**config.mk**
```make
export PLATFORM = sky130hd
export DESIGN_NAME = gtp_rx_deframer
export DESIGN_NICKNAME = d
export VERILOG_FILES = /design/src/rtl/gtp_rx_deframer.sv
export SDC_FILE = /design/constraint.sdc
export NUM_CORES = 1
export LEC_CHECK = 0
export CAP_MARGIN = 15
export CORE_MARGIN = 2
export CORE_UTILIZATION = 30
export CTS_BUF_LIST = sky130_fd_sc_hd__clkbuf_16
export DETAILED_ROUTE_END_ITERATION = 7
export PLACE_DENSITY_LB_ADDON = 0.3
export SETUP_SLACK_MARGIN = 0.05
export SLEW_MARGIN = 5
export SYNTH_ARGS = -nofsm -noshare
export SYNTH_HDL_FRONTEND = slang
export SYNTH_SLANG_ARGS = --single-unit
```
**constraint.sdc**
```tcl
create_clock -name i_gtp_clk -period 1.7 [get_ports i_gtp_clk]
set_input_delay 0.34 -clock i_gtp_clk [delete_from_list [all_inputs] [get_ports i_gtp_clk]]
set_output_delay 0.34 -clock i_gtp_clk [all_outputs]
set_load 0.01 [all_outputs]
```
**src/rtl/gtp_rx_deframer.sv**
```systemverilog
// rtl/gtp_rx_deframer.sv - GTP RX link layer: IDLE lock hunt, IDLE strip, payload write to RX FIFO
//
// Purpose:
//   Hunts for LOCK_IDLES consecutive IDLE words to bring the link up, then strips
//   IDLEs and forwards payload (DATA) words to the RX FIFO one cycle after they are
//   sampled. Code errors and FIFO overflow are reported as sticky flags. A run of
//   LOSS_ERRS consecutive BAD words drops the link back to hunting.
//
// Optional feature macro: RX_SEQ_CHECK_EN
//   When defined, written payload words are checked as an incrementing sequence and
//   mismatches are counted in o_seq_err_cnt. When undefined, o_seq_err_cnt is 0.
//
// Ports:
//   i_gtp_clk      in   1      RX user clock, rising edge
//   i_reset        in   1      synchronous active-low reset
//   i_rxinit_done  in   1      GTP RX initialisation complete
//   i_rxdata       in   16     GTP RX parallel data
//   i_rxcharisk    in   2      per-byte K flag (bit0 = low byte)
//   i_fifo_full    in   1      RX FIFO full
//   o_fifo_din     out  16     payload word to RX FIFO
//   o_fifo_we      out  1      RX FIFO write strobe
//   o_link_up      out  1      high while linked
//   o_code_err     out  1      sticky: BAD word seen while linked
//   o_rx_overflow  out  1      sticky: payload word dropped on full FIFO
//   o_rx_word_cnt  out  CNT_W  payload words written (wraps)
//   o_seq_err_cnt  out  16     sequence mismatches (saturating)

module gtp_rx_deframer #(
  parameter int unsigned LOCK_IDLES = 4,
  parameter int unsigned LOSS_ERRS  = 3,
  parameter logic [15:0] IDLE_WORD  = 16'h50BC,
  parameter logic [1:0]  IDLE_K     = 2'b01,
  parameter int unsigned CNT_W      = 32
) (
  input  logic             i_gtp_clk,
  input  logic             i_reset,
  input  logic             i_rxinit_done,
  input  logic [15:0]      i_rxdata,
  input  logic [1:0]       i_rxcharisk,
  input  logic             i_fifo_full,
  output logic [15:0]      o_fifo_din,
  output logic             o_fifo_we,
  output logic             o_link_up,
  output logic             o_code_err,
  output logic             o_rx_overflow,
  output logic [CNT_W-1:0] o_rx_word_cnt,
  output logic [15:0]      o_seq_err_cnt
);

  localparam int unsigned IDLE_CW = $clog2(LOCK_IDLES + 1);
  localparam int unsigned ERR_CW  = $clog2(LOSS_ERRS + 1);
  localparam logic [IDLE_CW-1:0] LOCK_LAST = IDLE_CW'(LOCK_IDLES - 1);
  localparam logic [ERR_CW-1:0]  LOSS_LAST = ERR_CW'(LOSS_ERRS - 1);

  typedef enum logic [1:0] {
    S_WAIT_INIT = 2'd0,
    S_HUNT      = 2'd1,
    S_LINKED    = 2'd2
  } state_t;

  state_t             r_state;
  logic [IDLE_CW-1:0] r_idle_run;
  logic [ERR_CW-1:0]  r_err_run;
  logic [15:0]        r_fifo_din;
  logic               r_fifo_we;
  logic               r_link_up;
  logic               r_code_err;
  logic               r_rx_overflow;
  logic [CNT_W-1:0]   r_rx_word_cnt;

  logic w_is_idle;
  logic w_is_data;
  logic w_is_bad;
  logic w_write;
  logic w_lock;

  assign w_is_idle = (i_rxcharisk == IDLE_K) && (i_rxdata == IDLE_WORD);
  assign w_is_data = (i_rxcharisk == 2'b00);
  assign w_is_bad  = !w_is_idle && !w_is_data;
  // Payload word accepted into the FIFO on this edge.
  assign w_write   = (r_state == S_LINKED) && i_rxinit_done && w_is_data && !i_fifo_full;
  // Final IDLE of the lock run sampled on this edge.
  assign w_lock    = (r_state == S_HUNT) && i_rxinit_done && w_is_idle && (r_idle_run == LOCK_LAST);

  always_ff @(posedge i_gtp_clk) begin
    if (!i_reset) begin
      r_state       <= S_WAIT_INIT;
      r_idle_run    <= '0;
      r_err_run     <= '0;
      r_fifo_din    <= '0;
      r_fifo_we     <= 1'b0;
      r_link_up     <= 1'b0;
      r_code_err    <= 1'b0;
      r_rx_overflow <= 1'b0;
      r_rx_word_cnt <= '0;
    end else begin
      r_fifo_we <= 1'b0;
      if (!i_rxinit_done) begin
        // Loss of RX init overrides everything, including a DATA word this cycle.
        r_state    <= S_WAIT_INIT;
        r_link_up  <= 1'b0;
        r_idle_run <= '0;
        r_err_run  <= '0;
      end else begin
        case (r_state)
          S_WAIT_INIT: begin
            r_state    <= S_HUNT;
            r_idle_run <= '0;
          end
          S_HUNT: begin
            if (w_lock) begin
              r_state    <= S_LINKED;
              r_link_up  <= 1'b1;
              r_idle_run <= '0;
              r_err_run  <= '0;
            end else if (w_is_idle) begin
              r_idle_run <= r_idle_run + 1'b1;
            end else begin
              r_idle_run <= '0;
            end
          end
          S_LINKED: begin
            if (w_is_bad) begin
              r_code_err <= 1'b1;
              if (r_err_run == LOSS_LAST) begin
                r_state    <= S_HUNT;
                r_link_up  <= 1'b0;
                r_err_run  <= '0;
                r_idle_run <= '0;
              end else begin
                r_err_run <= r_err_run + 1'b1;
              end
            end else begin
              r_err_run <= '0;
              if (w_write) begin
                r_fifo_we     <= 1'b1;
                r_fifo_din    <= i_rxdata;
                r_rx_word_cnt <= r_rx_word_cnt + 1'b1;
              end else if (w_is_data) begin
                r_rx_overflow <= 1'b1;
              end
            end
          end
          default: begin
            r_state   <= S_WAIT_INIT;
            r_link_up <= 1'b0;
          end
        endcase
      end
    end
  end

`ifdef RX_SEQ_CHECK_EN
  logic        r_seq_seeded;
  logic [15:0] r_seq_exp;
  logic [15:0] r_seq_err_cnt;

  // Only words actually written take part; dropped words neither seed nor advance.
  always_ff @(posedge i_gtp_clk) begin
    if (!i_reset) begin
      r_seq_seeded  <= 1'b0;
      r_seq_exp     <= '0;
      r_seq_err_cnt <= '0;
    end else if (w_lock) begin
      r_seq_seeded <= 1'b0;
    end else if (w_write) begin
      if (r_seq_seeded && (i_rxdata != r_seq_exp) && (r_seq_err_cnt != 16'hFFFF)) begin
        r_seq_err_cnt <= r_seq_err_cnt + 16'd1;
      end
      r_seq_exp    <= i_rxdata + 16'd1;
      r_seq_seeded <= 1'b1;
    end
  end

  assign o_seq_err_cnt = r_seq_err_cnt;
`else
  assign o_seq_err_cnt = '0;
`endif

  assign o_fifo_din    = r_fifo_din;
  assign o_fifo_we     = r_fifo_we;
  assign o_link_up     = r_link_up;
  assign o_code_err    = r_code_err;
  assign o_rx_overflow = r_rx_overflow;
  assign o_rx_word_cnt = r_rx_word_cnt;

endmodule

```
== After elaboration in Yosys (flattened, before gate mapping) ==
Index checks and enable logic that the tools add are counted.
Storage, ports and cells
  register bits after elaboration: 59
  bits in latches: 0
  RAM bits: 0
  bits in read-only memories: 0
  input port bits: 22
  output and inout bits: 68
  word-level logic and storage cells: 69
  memories kept: 0
Cells by class
  add/sub/neg operators: 3
  multipliers: 0
  divide/modulo/power cells: 0
  order comparisons: 0
  eq/ne operators: 9
  shift-type cells: 0
  multiplexer cells: 18
  bitwise gates (word level): 6
  reduce and logical (&&, ||, !) cells: 24
Operators with widths (count)
  adder 32 x 1 -> 32 bit (second input constant): 1
  == test 16 x 15 -> 1 bit (second input constant): 1
  2-to-1 mux 2 bit: 6
  2-to-1 mux 3 bit: 4
  case mux 3 bit (3 select lines): 1
  AND reduction 3 bit: 3
  logical AND 1 bit: 8
  AND reduction 4 bit: 2
  NOT 1 bit: 6
  case mux 2 bit (3 select lines): 1
  AND reduction 5 bit: 1
  == test 2 x 1 -> 1 bit (second input constant): 2
  == test 2 bit (second input constant): 2
  zero test 2 bit: 2
  2-to-1 mux 1 bit: 4
  != test 2 bit (second input constant): 2
  case mux 2 bit (2 select lines): 1
  AND reduction 2 bit: 2
  OR reduction 4 bit: 1
  adder 3 x 1 -> 3 bit (second input constant): 1
  == test 3 x 2 -> 1 bit (second input constant): 1
  zero test 1 bit: 3
  case mux 1 bit (3 select lines): 1
  nonzero test 3 bit: 1
  3 further kinds: 3

== Logic depth before layout (Yosys ltp) ==
  depth after elaboration: 6
  gate-level depth with buffers: 8
  gate-level depth less buffers: 6

== Least setup slack after synthesis ==
No wires, ideal clock.
  path kind: register to register
  start: register r_rx_word_cnt[10] (netlist: o_rx_word_cnt[10])
  end: register r_rx_word_cnt[19] (netlist: o_rx_word_cnt[19])
  library setup time: 0.070 ns
  data arrival time: 1.644 ns
  path slack: -0.015 ns
  cell stages (with the launch flop): 6
  clock period less this slack: 1.715 ns
  cells stage by stage: dfxtp_1 > and4_1 > clkbuf_1 > nand3_1 > or4_1 > a21oi_1
Between the ends
  word-level cells in the longest chain between the ends: 1
Ends and longest elaborated chain
  start, declared: RTL line 69  | logic [CNT_W-1:0] r_rx_word_cnt;
  start signal, assigned: RTL line 138  | r_rx_word_cnt <= r_rx_word_cnt + 1'b1;
  adder 32 x 1 -> 32 bit: RTL line 138
Every way passes these cells.
A chain may end at the register's enable or synchronous reset.

== Final worst setup path ==
  start: register r_rx_word_cnt[6] (netlist: o_rx_word_cnt[6])
  end: register r_rx_word_cnt[11] (netlist: o_rx_word_cnt[11])
Same word-level chain as after synthesis.

==> out/metrics.yaml <==
yosys:
  ys_seq_area_share_pct: 40.64
  synth.mux.area_fraction_pct: 1.722
  synth_compound_area_share_pct: 14.85
  synth.most_common_cell: "dfxtp_1"
  async_flop_share_pct: 0
  synth_edf_count: 0
  synth_top_area_share_pct: 40.64
  yosys_warnings: 0
  syn_avg_cell_area_um2: 8.400
  synthAdderAreaFrac_pct: 1.291
  ys_top_cells_by_area: "dfxtp_1 (41%), nand2_1 (7.1%), a21oi_1 (6.4%)"
  synth_common_cells: "dfxtp_1 (59), nand2_1 (55), a21oi_1 (37), buf_4 (17)"
  synth_top_family_by_area: "simple AND/OR/NAND/NOR gates"
  synth_simple_gate_area_share_pct: 30.26
  synth-main-ff-cell: "dfxtp_1"
  syn_inst: 346
  synth_cell_types: 45
  synth_seq_cells: 59
  synth_largest_area_cell: "dfxtp_1"
  synthXorXnorAreaFrac_pct: 2.411
  netlist_area_um2: 2907
sta:
  final_hold_viol_count: 0
  period_share_pct: 98.66
  final.setup_skew_ns: 0.007137
  fin_crit_ns: 1.677
  fin_ws_ns: 0.02280
  rsz0062_at_grt: "true"
  finalSetupViolCount: 0
  fmax_mhz: 596.2
  drv_slew: 0
cells_and_area:
  fillers: 861
  drive_gt1_share_pct: 30.27
  area_growth_pct: 67.11
  fin_nets: 499
  fin_area_um2: 4857
  antenna_cells: 0
clock_tree:
  insertion_delay_ns: 0.32
  cts.clk_slew.worst_paths_ns: 0.05
  clock_path_buffers: 2
  tritoncts: "yes"
  hold_buffers: 0
  cts_buffers: 9
  root_buffer: "clkbuf_16"
  cts_num_sinks: 59
  h-tree-depth: 3
drt:
  first_iter_violations: 110
  drt-total-wl_um: 9270
  first_pass_iters: 4
  ant_nets: 0
  drc: 0
  wire_per_inst_um: 15.25
  vias: 3095
  viasPerCell: 5.090
placed_design:
  io_buffers: 73
  place.gp.congestion: 0.8139
  place_ws_ns: -0.6700
  placed_area_um2: 4104
  dpl.hpwl_um: 6015
critical_path:
  r2r_slack_ns: 0.02
  crit_path_start: "o_rx_word_cnt[6]$_SDFFE_PN0P_"
  path_class: "flop to flop"
  start_kind: "flop"
  reg2reg_from: "o_rx_word_cnt[6]$_SDFFE_PN0P_"
  crit_arrival_ns: 1.93
  worst_r2r_path_depth: 6
  cp_slowest_stage_delay_ns: 0.48
  cpMaxStageDelayCell: "or4_1"
  r2r-end: "o_rx_word_cnt[11]$_SDFFE_PN0P_"
  critPathMaxFanout: 8
  crit_required_ns: 1.95
  crit_path_cell_trace: "and4_4, nand4_1, buf_6, clkbuf_16, or4_1, a21oi_2"
  critPathCapture: "o_rx_word_cnt[11]$_SDFFE_PN0P_"
  end_kind: "flop"
floorplanning:
  core_area_um2: 9328
  die_area_um2: 10490
  row_count: 35
  ios: 90
  initial_core_util_pct: 31.16
  die_width_um: 102.4
  die_h_um: 102.4
power:
  peakVddDrop_mv: 0.5474
  p_total_mw: 3.442
  power.density_nw_per_um2: 708.6
  p_leak_nw: 2.002
global_route:
  grt.total_usage_pct: 17.18
  grt.overflow.total: 0
  grt_pass1_wl_um: 14410
  antenna_found_initial: 0
  grt_pass1_vias: 3145
  grt_max_degree: 37
hold_path:
  holdCritPathClass: "input port to flop"
job:
  maxCapViolCount: 0
status:
  status: "complete, no violations"
## metrics by stage
step | util [%] | hold slack [ns] | TNS, ns | std cells
after global routing | 52.07 | 0.4198 | -0.004436 | 608
after detailed placement | 44.00 | 0.4465 | -22.19 | 579
after floorplan | - | 0.4461 | 0 | 361
final | 52.07 | 0.4157 | 0 | 608
after CTS | 48.83 | 0.4088 | 0 | 601
after global placement | 44.00 | 0.4422 | -20.56 | 579
## per-layer routing
metal | share of wire, % | global-route usage (%) | vias to the layer above
li1 | - | - | 1491
met1 | 42 | 19.77 | 1498
met2 | 51 | 31.22 | 100
met3 | 6.3 | 5.746 | 6
met4 | 0.52 | 2.974 | 0
met5 | 0 | 0 | -
## timing repair
action,4_1_cts,5_1_grt
resized for setup,54,58
gates cloned,1,2
pin swaps,12,23
setup buffers,5,5
endpoints found under the setup margin,55,37
endpoints found under the hold margin,0,0
## power breakdown
group	switching, mW	internal (mW)	total, mW
combinational	0.0878	0.0722	0.160
sequential	0.00186	1.38	1.39
clock	0.633	1.26	1.90
total	0.723	2.72	3.44
## cells by family after synthesis
| group | count (synthesis) |
|---|---|
| AO/OA/AOI/OAI | 69 |
| multiplexers | 5 |
| XOR/XNOR | 8 |
| other | 1 |
| AND/OR/NAND/NOR | 153 |
| buffers and inverters | 48 |
| adder cells (fa/ha/maj) | 3 |
| flip-flops | 59 |
## cell type report
| type | instances | area, µm² | area share (%) |
|---|---|---|---|
| Multi-Input combinational cell | 255 | 1823 | 37.53 |
| Timing Repair Buffer | 138 | 1325 | 27.28 |
| Sequential cell | 59 | 1199 | 24.68 |
| Clock buffer | 9 | 225.2 | 4.637 |
| Tap cell | 129 | 161.4 | 3.323 |
| Clock inverter | 7 | 82.58 | 1.700 |
| Inverter | 11 | 41.29 | 0.8501 |
## flip-flops by register name, summed over array words and instances, names as in the netlist, 2 cells and up
name and cells:
r_idle_run 3, o_rx_word_cnt 32, r_state 2, r_err_run 2, o_fifo_din 16
## worst max-delay path, delay by kind of cell (launching register included)
family / cells / cell delay (ns)
flip-flops: 1 / 0.32
AND/OR/NAND/NOR: 3 / 0.82
AO/OA/AOI/OAI: 1 / 0.15
buffers and inverters: 2 / 0.31
## layout by cell type, fill, tap and decap left out, types with 6 or more instances in the layout
cell,instances
nand2_1,54
buf_4,54
dfxtp_1,47
clkdlybuf4s50_1,32
a21oi_1,30
dlygate4sd2_1,26
conb_1,16
dlymetal6s2s_1,14
nor2_1,13
nand4_1,13
o31ai_1,11
clkbuf_16,11
dfxtp_2,11
inv_1,10
nand3_1,10
or4_4,9
a21oi_2,7
xor2_1,7
nand2b_1,6
## worst min-delay path by stage
stage               slack [ns]                         from                           to  cells after the start
finish                    0.42                  i_rxdata[4]   o_fifo_din[4]$_SDFFE_PN0P_                      3
global route              0.42                  i_rxdata[2]   o_fifo_din[2]$_SDFFE_PN0P_                      3
CTS                       0.41                  i_rxdata[8]   o_fifo_din[8]$_SDFFE_PN0P_                      3
detailed placement        0.45  o_fifo_din[13]$_SDFFE_PN0P_  o_fifo_din[13]$_SDFFE_PN0P_                      2
global placement          0.44  o_fifo_din[13]$_SDFFE_PN0P_  o_fifo_din[13]$_SDFFE_PN0P_                      2
floorplan                 0.45   r_idle_run[2]$_SDFFE_PN0P_   r_idle_run[2]$_SDFFE_PN0P_                      2
Power figures use the tool's default switching activity.
